File: config.mk
export PLATFORM = sky130hd
export DESIGN_NAME = emac_tx_frame_arbiter
export DESIGN_NICKNAME = d
export VERILOG_FILES = /design/src/rtl/emac_tx_arb_pkg.sv /design/src/rtl/emac_tx_arb_rr.sv /design/src/rtl/emac_tx_frame_arbiter.sv
export SDC_FILE = /design/constraint.sdc
export NUM_CORES = 1
export LEC_CHECK = 0
export CAP_MARGIN = 5
export CORE_ASPECT_RATIO = 1.2
export CORE_UTILIZATION = 47
export DETAILED_ROUTE_END_ITERATION = 6
export GPL_TIMING_DRIVEN = 0
export PLACE_DENSITY = 0.83
export SLEW_MARGIN = 40
export SYNTH_ARGS = -nofsm -noshare
export SYNTH_HDL_FRONTEND = slang
export SYNTH_SLANG_ARGS = --single-unit
File: constraint.sdc
create_clock -name cpu_clk -period 2.74 [get_ports cpu_clk]
set_clock_uncertainty 0.15 [all_clocks]
set_input_delay 0.411 -clock cpu_clk [delete_from_list [all_inputs] [get_ports cpu_clk]]
set_output_delay 0.411 -clock cpu_clk [all_outputs]
set_load 0.005 [all_outputs]
File: src/rtl/emac_tx_arb_pkg.sv
// -----------------------------------------------------------------------------
// emac_tx_arb_pkg
// Shared types and constants for the EMAC transmit frame arbiter.
//   arb_state_e : arbiter FSM state encoding (IDLE / XFER / DRAIN)
//   REQ0 / REQ1 : requester ids, also used as the round-robin pointer value
//   AXIS_DW     : AXI-Stream data width toward the EMAC tx FIFO
// -----------------------------------------------------------------------------
package emac_tx_arb_pkg;

    localparam int AXIS_DW = 8;

    localparam logic REQ0 = 1'b0;
    localparam logic REQ1 = 1'b1;

    typedef enum logic [1:0] {
        ST_IDLE  = 2'd0,
        ST_XFER  = 2'd1,
        ST_DRAIN = 2'd2
    } arb_state_e;

endpackage

File: src/rtl/emac_tx_arb_rr.sv
// -----------------------------------------------------------------------------
// emac_tx_arb_rr
// Two-way round-robin pick, purely combinational.
// The pointer holds the id of the requester served last; the other requester
// has priority when both are valid.
// Ports:
//   i_valid  [1:0] : request vector, bit n = requester n valid
//   i_rr_ptr       : id of the requester served last
//   o_pick   [1:0] : one-hot winner, 00 when nothing is valid
// -----------------------------------------------------------------------------
module emac_tx_arb_rr
    import emac_tx_arb_pkg::*;
(
    input  logic [1:0] i_valid,
    input  logic       i_rr_ptr,
    output logic [1:0] o_pick
);

    always_comb begin
        o_pick = 2'b00;
        if (i_rr_ptr == REQ1) begin
            if (i_valid[REQ0])      o_pick = 2'b01;
            else if (i_valid[REQ1]) o_pick = 2'b10;
        end else begin
            if (i_valid[REQ1])      o_pick = 2'b10;
            else if (i_valid[REQ0]) o_pick = 2'b01;
        end
    end

endmodule

File: src/rtl/emac_tx_frame_arbiter.sv
// -----------------------------------------------------------------------------
// emac_tx_frame_arbiter
// Frame-granular round-robin arbiter sharing the EMAC tx AXI-S FIFO port
// between two requesters. A grant covers a whole frame, so frames never
// interleave. Frames longer than MAX_FRAME_LEN beats are cut: the beat at
// MAX_FRAME_LEN carries a forced tlast, overlong pulses, and the rest of the
// source frame is consumed and discarded.
//
// Optional build macro: EMAC_TX_STATS_EN adds per-requester completed-frame
// counters (frame_cnt0 / frame_cnt1, 16-bit, wrapping).
//
// Ports:
//   cpu_clk, cpu_rstn       : clock, async active-low reset
//   tx_en                   : allow new grants (a running frame always finishes)
//   s0_* / s1_*             : requester AXI-S slave ports (tdata/tvalid/tready/tlast)
//   m_*                     : AXI-S master port toward the EMAC tx FIFO
//   grant                   : one-hot owner, 00 when idle (registered)
//   busy                    : high in XFER or DRAIN (registered)
//   overlong                : one-cycle pulse after a truncated beat
//   frame_cnt0/1            : completed frames per requester (EMAC_TX_STATS_EN)
//
// state | meaning
// IDLE  | no owner; arbitrate when tx_en and a requester is valid
// XFER  | owner's stream passed through combinationally to the EMAC
// DRAIN | frame truncated; owner's remaining beats accepted and dropped
// -----------------------------------------------------------------------------
module emac_tx_frame_arbiter
    import emac_tx_arb_pkg::*;
#(
    parameter int MAX_FRAME_LEN = 1518
) (
    input  logic               cpu_clk,
    input  logic               cpu_rstn,
    input  logic               tx_en,
    input  logic [AXIS_DW-1:0] s0_tdata,
    input  logic               s0_tvalid,
    output logic               s0_tready,
    input  logic               s0_tlast,
    input  logic [AXIS_DW-1:0] s1_tdata,
    input  logic               s1_tvalid,
    output logic               s1_tready,
    input  logic               s1_tlast,
    output logic [AXIS_DW-1:0] m_tdata,
    output logic               m_tvalid,
    input  logic               m_tready,
    output logic               m_tlast,
    output logic [1:0]         grant,
    output logic               busy,
    output logic               overlong
`ifdef EMAC_TX_STATS_EN
    ,
    output logic [15:0]        frame_cnt0,
    output logic [15:0]        frame_cnt1
`endif
);

    localparam int               CNT_W    = $clog2(MAX_FRAME_LEN + 1);
    localparam logic [CNT_W-1:0] LAST_IDX = CNT_W'(MAX_FRAME_LEN - 1);

    arb_state_e       r_state;
    logic             r_rr_ptr;
    logic             r_sel;
    logic [1:0]       r_grant;
    logic             r_busy;
    logic             r_overlong;
    logic [CNT_W-1:0] r_beat_cnt;
`ifdef EMAC_TX_STATS_EN
    logic [15:0]      r_frame_cnt0;
    logic [15:0]      r_frame_cnt1;
`endif

    logic [AXIS_DW-1:0] w_sel_tdata;
    logic               w_sel_tvalid;
    logic               w_sel_tlast;
    logic               w_sel_tready;
    logic               w_in_xfer;
    logic               w_in_drain;
    logic               w_at_limit;
    logic               w_accept;
    logic               w_frame_done;
    logic [1:0]         w_pick;

    // Selection follows the registered owner id, so the mux never switches
    // mid-frame even if the other requester becomes valid.
    assign w_sel_tdata  = (r_sel == REQ1) ? s1_tdata  : s0_tdata;
    assign w_sel_tvalid = (r_sel == REQ1) ? s1_tvalid : s0_tvalid;
    assign w_sel_tlast  = (r_sel == REQ1) ? s1_tlast  : s0_tlast;

    assign w_in_xfer  = (r_state == ST_XFER);
    assign w_in_drain = (r_state == ST_DRAIN);
    assign w_at_limit = (r_beat_cnt == LAST_IDX);
    assign w_accept   = w_in_xfer & w_sel_tvalid & m_tready;

    // A frame ends on the owner's real tlast, either as a passed-through beat
    // or as a discarded beat while draining a truncated frame.
    assign w_frame_done = (w_accept & w_sel_tlast)
                        | (w_in_drain & w_sel_tvalid & w_sel_tlast);

    // DRAIN swallows the owner's beats regardless of the EMAC side.
    assign w_sel_tready = w_in_xfer ? m_tready : w_in_drain;

    assign s0_tready = w_sel_tready & (r_sel == REQ0);
    assign s1_tready = w_sel_tready & (r_sel == REQ1);

    assign m_tvalid = w_in_xfer & w_sel_tvalid;
    assign m_tdata  = w_in_xfer ? w_sel_tdata : '0;
    assign m_tlast  = m_tvalid & (w_sel_tlast | w_at_limit);

    assign grant    = r_grant;
    assign busy     = r_busy;
    assign overlong = r_overlong;
`ifdef EMAC_TX_STATS_EN
    assign frame_cnt0 = r_frame_cnt0;
    assign frame_cnt1 = r_frame_cnt1;
`endif

    emac_tx_arb_rr u_rr (
        .i_valid  ({s1_tvalid, s0_tvalid}),
        .i_rr_ptr (r_rr_ptr),
        .o_pick   (w_pick)
    );

    always_ff @(posedge cpu_clk or negedge cpu_rstn) begin
        if (!cpu_rstn) begin
            r_state      <= ST_IDLE;
            r_rr_ptr     <= REQ1;
            r_sel        <= REQ0;
            r_grant      <= 2'b00;
            r_busy       <= 1'b0;
            r_overlong   <= 1'b0;
            r_beat_cnt   <= '0;
`ifdef EMAC_TX_STATS_EN
            r_frame_cnt0 <= '0;
            r_frame_cnt1 <= '0;
`endif
        end else begin
            r_overlong <= 1'b0;
            case (r_state)
                ST_IDLE: begin
                    if (tx_en && (w_pick != 2'b00)) begin
                        r_grant <= w_pick;
                        r_sel   <= w_pick[1];
                        r_busy  <= 1'b1;
                        r_state <= ST_XFER;
                    end
                end
                ST_XFER: begin
                    if (w_accept && !w_sel_tlast) begin
                        r_beat_cnt <= r_beat_cnt + CNT_W'(1);
                        if (w_at_limit) begin
                            r_overlong <= 1'b1;
                            r_state    <= ST_DRAIN;
                        end
                    end
                end
                ST_DRAIN: begin
                end
                default: begin
                    r_state <= ST_IDLE;
                end
            endcase

            if (w_frame_done) begin
                r_state    <= ST_IDLE;
                r_grant    <= 2'b00;
                r_busy     <= 1'b0;
                r_rr_ptr   <= r_sel;
                r_beat_cnt <= '0;
`ifdef EMAC_TX_STATS_EN
                if (r_sel == REQ1) r_frame_cnt1 <= r_frame_cnt1 + 16'd1;
                else               r_frame_cnt0 <= r_frame_cnt0 + 16'd1;
`endif
            end
        end
    end

endmodule

=== Word level (Yosys, flattened, before mapping) ===
Index checks and enable logic that the tools add are counted.

* $add $sub $neg: 1
* Eq/ne operators: 7
* Multiplexer cells: 27
* Bitwise gates (word level): 11
* Reductions and logical operators: 13

{| class="wikitable"
|+ Operators with widths
! cell !! count
|-
| two-way mux 11 bit || 3
|-
| two-way mux 2 bit || 11
|-
| two-way mux 8 bit || 2
|-
| adder 11 x 1 -> 11 bit, second input constant || 1
|-
| equality test 11 bit, second input constant || 1
|-
| two-way mux 1 bit || 10
|-
| nonzero test 2 bit || 5
|-
| AND 1 bit || 8
|-
| inequality test 3 x 1 -> 1 bit, second input constant || 2
|-
| one-hot mux 2 bit (3 select lines) || 1
|-
| AND reduction 2 bit || 3
|-
| AND reduction 4 bit || 1
|-
| inequality test 3 bit, second input constant || 1
|-
| equality test 2 x 1 -> 1 bit, second input constant || 1
|-
| equality test 2 bit, second input constant || 1
|-
| logical AND 1 bit || 2
|-
| logical NOT 2 bit || 1
|-
| inequality test 2 x 1 -> 1 bit, second input constant || 1
|-
| bitwise OR 1 bit || 2
|-
| logical NOT 1 bit || 1
|-
| inverter 1 bit || 1
|}

* Flip-flop bits (word level): 19
* Input port bits: 24
* Output and inout port bits: 16

=== Logic depth before layout (Yosys ltp) ===
* Depth after elaboration: 8
* Gate-level depth with buffers: 6
* Gate-level depth less buffers: 6

=== Modules after synthesis ===
From an unflattened synthesis, not the netlist that was laid out.

* Cells, all modules: 120
* Area total of the unflattened synthesis: 1222.4 µm²

{| class="wikitable"
|+ Modules (own cells, without submodules)
! module !! instances !! cells each !! area each (µm²)
|-
| emac_tx_frame_arbiter || 1 || 117 || 1203.7
|-
| emac_tx_arb_rr || 1 || 3 || 18.8
|}

=== Worst setup path before layout ===
OpenSTA, ideal clock, no wires.

* Path type: reg2reg
* Start point: reg r_sel
* End point: reg r_beat_cnt[9]
* Setup time: 0.078 ns
* Data arrival time: 1.583 ns
* Required time: 2.512 ns
* Setup slack: 0.929 ns
* Stages on the path, launching flop included: 6
* Path buffers: 1
* Cell sequence: dfrtp_1 > buf_4 > mux2i_1 > or3_1 > or4b_1 > a21oi_1

* Longest elaborated chain between the ends: 7
* Elaborated cells on any way between the ends: 14

{| class="wikitable"
|+ Ends and longest elaborated chain
! what !! RTL line !! text
|-
| start: declaration || emac_tx_frame_arbiter.sv:62 || <nowiki>logic r_sel;</nowiki>
|-
| start signal: assignment || emac_tx_frame_arbiter.sv:142 || <nowiki>r_sel <= w_pick[1];</nowiki>
|-
| two-way mux 1 bit || emac_tx_frame_arbiter.sv:86 || <nowiki>assign w_sel_tvalid = (r_sel == REQ1) ? s1_tvalid : s0_tvalid;</nowiki>
|-
| AND 1 bit (2 in series) || emac_tx_frame_arbiter.sv:92 || <nowiki>assign w_accept = w_in_xfer & w_sel_tvalid & m_tready;</nowiki>
|-
| AND 1 bit || emac_tx_frame_arbiter.sv:96 || <nowiki>assign w_frame_done = (w_accept & w_sel_tlast)</nowiki>
|-
| bitwise OR 1 bit || emac_tx_frame_arbiter.sv:97 || <nowiki>| (w_in_drain & w_sel_tvalid & w_sel_tlast);</nowiki>
|-
| nonzero test 2 bit (no line) || - ||
|-
| AND reduction 2 bit (no line) || - ||
|-
| end signal: assignment || emac_tx_frame_arbiter.sv:149 || <nowiki>r_beat_cnt <= r_beat_cnt + CNT_W'(1);</nowiki>
|-
| end: declaration || emac_tx_frame_arbiter.sv:66 || <nowiki>logic [CNT_W-1:0] r_beat_cnt;</nowiki>
|}

Several ways; a longest one is shown, not always the timed one.
A chain may end at the register's enable or synchronous reset.

=== Worst setup path in the final report ===
* Start point: in s1_tvalid
* End point: out m_tlast

* Longest elaborated chain between the ends: 3

{| class="wikitable"
|+ Ends and longest elaborated chain
! what !! RTL line !! text
|-
| start: declaration || emac_tx_frame_arbiter.sv:40 || <nowiki>input logic s1_tvalid,</nowiki>
|-
| two-way mux 1 bit || emac_tx_frame_arbiter.sv:86 ||
|-
| AND 1 bit || emac_tx_frame_arbiter.sv:105 || <nowiki>assign m_tvalid = w_in_xfer & w_sel_tvalid;</nowiki>
|-
| AND 1 bit || emac_tx_frame_arbiter.sv:107 || <nowiki>assign m_tlast = m_tvalid & (w_sel_tlast | w_at_limit);</nowiki>
|-
| end: declaration || emac_tx_frame_arbiter.sv:46 || <nowiki>output logic m_tlast,</nowiki>
|}

Every way passes these cells.

==> flow_summary.toml <==
[outcome]
outcome = "complete, no violations"

[setup_path]
crit_fanout = 10
critical_path.max_stage_delay_ps = 590
worst_path_dominant_cell_family = "buffers and inverters"
critPathBufInv = 3
cp_data_arrival_time_ps = 2070
crit_top_cell = "clkdlybuf4s50_1"
crit_required_ps = 2180
critPathLaunchType = "input pin"
cp_slowest_cell = "clkdlybuf4s50_1"
path_cells = "clkdlybuf4s50_1 -> mux2i_1 -> buf_2 -> nor3_1 -> clkdlybuf4s50_1"
end_kind = "output port"
crit_type = "in2out"

[die]
coreArea_sq_um = 2280
design.die.area_sq_um = 2590
num_rows = 19
die_height_um = 55.6
ioPinCount = 40
die_x_um = 46.6
start_util_pct = 49.2

[global_routing]
grt_start_max_net_pins = 20
overflow = 0
grt_pass1_vias = 1040
grt_use_total_pct = 24.6
grt_pass1_wl_um = 4570
antenna_found_initial = 0

[synthesis]
synth_common_cells = "nor2_1 (22), dfrtp_1 (18), a21oi_1 (9), mux2i_1 (9), xnor2_1 (8)"
ys_seq_area_share_pct = 42.4
async_flop_share_pct = 100
synth_edf_count = 0
yosysUniqueCellTypes = 35
yosysMostFrequentCell = "nor2_1"
synth.largest_area_cell = "dfrtp_1"
postSynthAreaPerCell_sq_um = 9.21
synthCells = 122
synth-seq-cells = 19
synth_warnings = 0
synth_area_leaders = "dfrtp_1 (40%), mux2i_1 (8.0%), nor2_1 (7.3%)"
netlist.area_leader.share_pct = 40.1
synth_area_sq_um = 1120
synth_flop_cell = "dfrtp_1"
syn_nets = 148

[clock_network]
cts_setup_buffers = 0
cts_buffers = 3
clock_latency_ps = 310
cts-htree-levels = 1
tritoncts = "built"
cts_sinks = 19
cts_buffer_depth = 2
cts.clk_slew.worst_paths_ps = 120
cts_root_buffer = "clkbuf_4"

[sta]
tns_ps = 0
slew_viol_final = 0
period_share_pct = 96.1
max_freq_mhz = 380
rsz0062_at_grt = "false"
worst_slack_ps = 106
hold_viol_final = 0
relSlewSlack_pct = 55.1
worstMarginPinSlew_ps = 674
min_period_ps = 2630
setup_violations = 0

[flow_run]
drv_cap = 0

[hold_path]
min_path_type = "reg2reg"

[cells_and_area]
layout.nets = 193
final_area_sq_um = 1590
fillCellCount = 192
regArea_sq_um = 477
area_delta_synth_final_pct = 41.2
drive_gt1_share_pct = 6.63
utilization_pct = 69.5
multi_input_area_sq_um = 608
antenna_cells = 0

[place]
place.port_buffers = 39
pre_cts_ws_ps = 104
dpl-instance-area_sq_um = 1550
hpwl_um = 2180
place_congestion = 0.870

[route]
drt.antenna.violating_nets = 0
drtIter0Drc = 17
vias = 1081
drc = 0
wl_per_cell_um = 14.1
detail_route.wirelength_um = 2780
vias_per_cell = 5.49
first_pass_iters = 4

[power]
power-per-cell-area_nw_per_um2 = 749
max-vdd-ir-drop_v = 0.000491
power.leakage_uw = 0.000669
==> routing by layer <==
layer	vias to the layer above	track usage, %	share of wire (%)
met3	5	4.58	5.4
met4	0	11.0	1.7
met5	-	0	0
li1	525	-	-
met1	507	28.6	39
met2	44	41.5	54
==> cells by family (layout without fill, tap and decap cells) <==
kind of cell             count (synthesis)  count (layout)  synth area share, %
buffers and inverters                    9              53                 3.45
adder cells (fa/ha/maj)                  2               2                 2.23
AND/OR/NAND/NOR                         56              56                 26.8
AO/OA/AOI/OAI                           19              19                 10.8
multiplexers                             9               9                 8.02
XOR/XNOR                                 8               8                 6.24
flip-flops                              19              19                 42.4
==> cell type report <==
class,count,area share [%]
multi-input combinational,94,38.3
sequential,19,30.0
timing repair buffer,40,24.9
tap,31,2.44
buffer,5,1.58
clock buffer,3,1.42
inverter,4,0.946
clock inverter,1,0.315
==> power breakdown <==
group / switching [uW] / internal [uW]
registers: 65.3 / 356
logic: 278 / 342
clock network: 93.1 / 54.5
total: 436 / 752
==> flip-flops by register name, summed over array words and instances, names as in the netlist <==
signal      count
overlong        1
busy            1
r_beat_cnt     11
r_state         2
r_rr_ptr        1
r_sel           1
grant           2
==> placed cells by master, fill, tap and decap left out, types with 4 or more instances in the layout <==
| cell | count |
|---|---|
| nor2_1 | 22 |
| nand2_1 | 7 |
| xnor2_1 | 8 |
| mux2i_1 | 9 |
| inv_1 | 4 |
| clkdlybuf4s50_1 | 38 |
| nand3_1 | 4 |
| dfrtp_1 | 18 |
| a21oi_1 | 9 |
==> path summary, 6_finish.rpt <==
path                                 from             end  slack, ps  depth (start not counted)
worst min-delay path             grant[0]        grant[0]        380                          2
worst min register to register   grant[0]        grant[0]        380                          2
worst max-delay path            s1_tvalid         m_tlast        110                          5
min in group asynchronous        cpu_rstn   r_beat_cnt[3]        400                          2
max in group asynchronous        cpu_rstn        r_rr_ptr       1700                          2
worst max register to register      r_sel  r_beat_cnt[10]        670                          6
==> worst min-delay path: stages, from the launching register on <==
cell and delay, ps:
dfrtp_1 390, nand2_1 50, a21oi_1 60
==> stage by stage <==
| stage | hold WS, ps | total power (uW) | cells |
|---|---|---|---|
| finish | 381 | 1190 | 197 |
| global route | 416 | 1280 | 197 |
| CTS | 383 | 1190 | 197 |
| detailed placement | 228 | 1040 | 192 |
| global placement | 357 | 1020 | 192 |
| floorplan | -34.6 | 746 | 122 |
==> what timing repair did <==
action                     4_1_cts  5_1_grt
gates resized for setup          0        2
hold endpoints to repair        18        0
hold buffers                     1        0
setup endpoints to repair        0        4
Power figures use the tool's default switching activity.
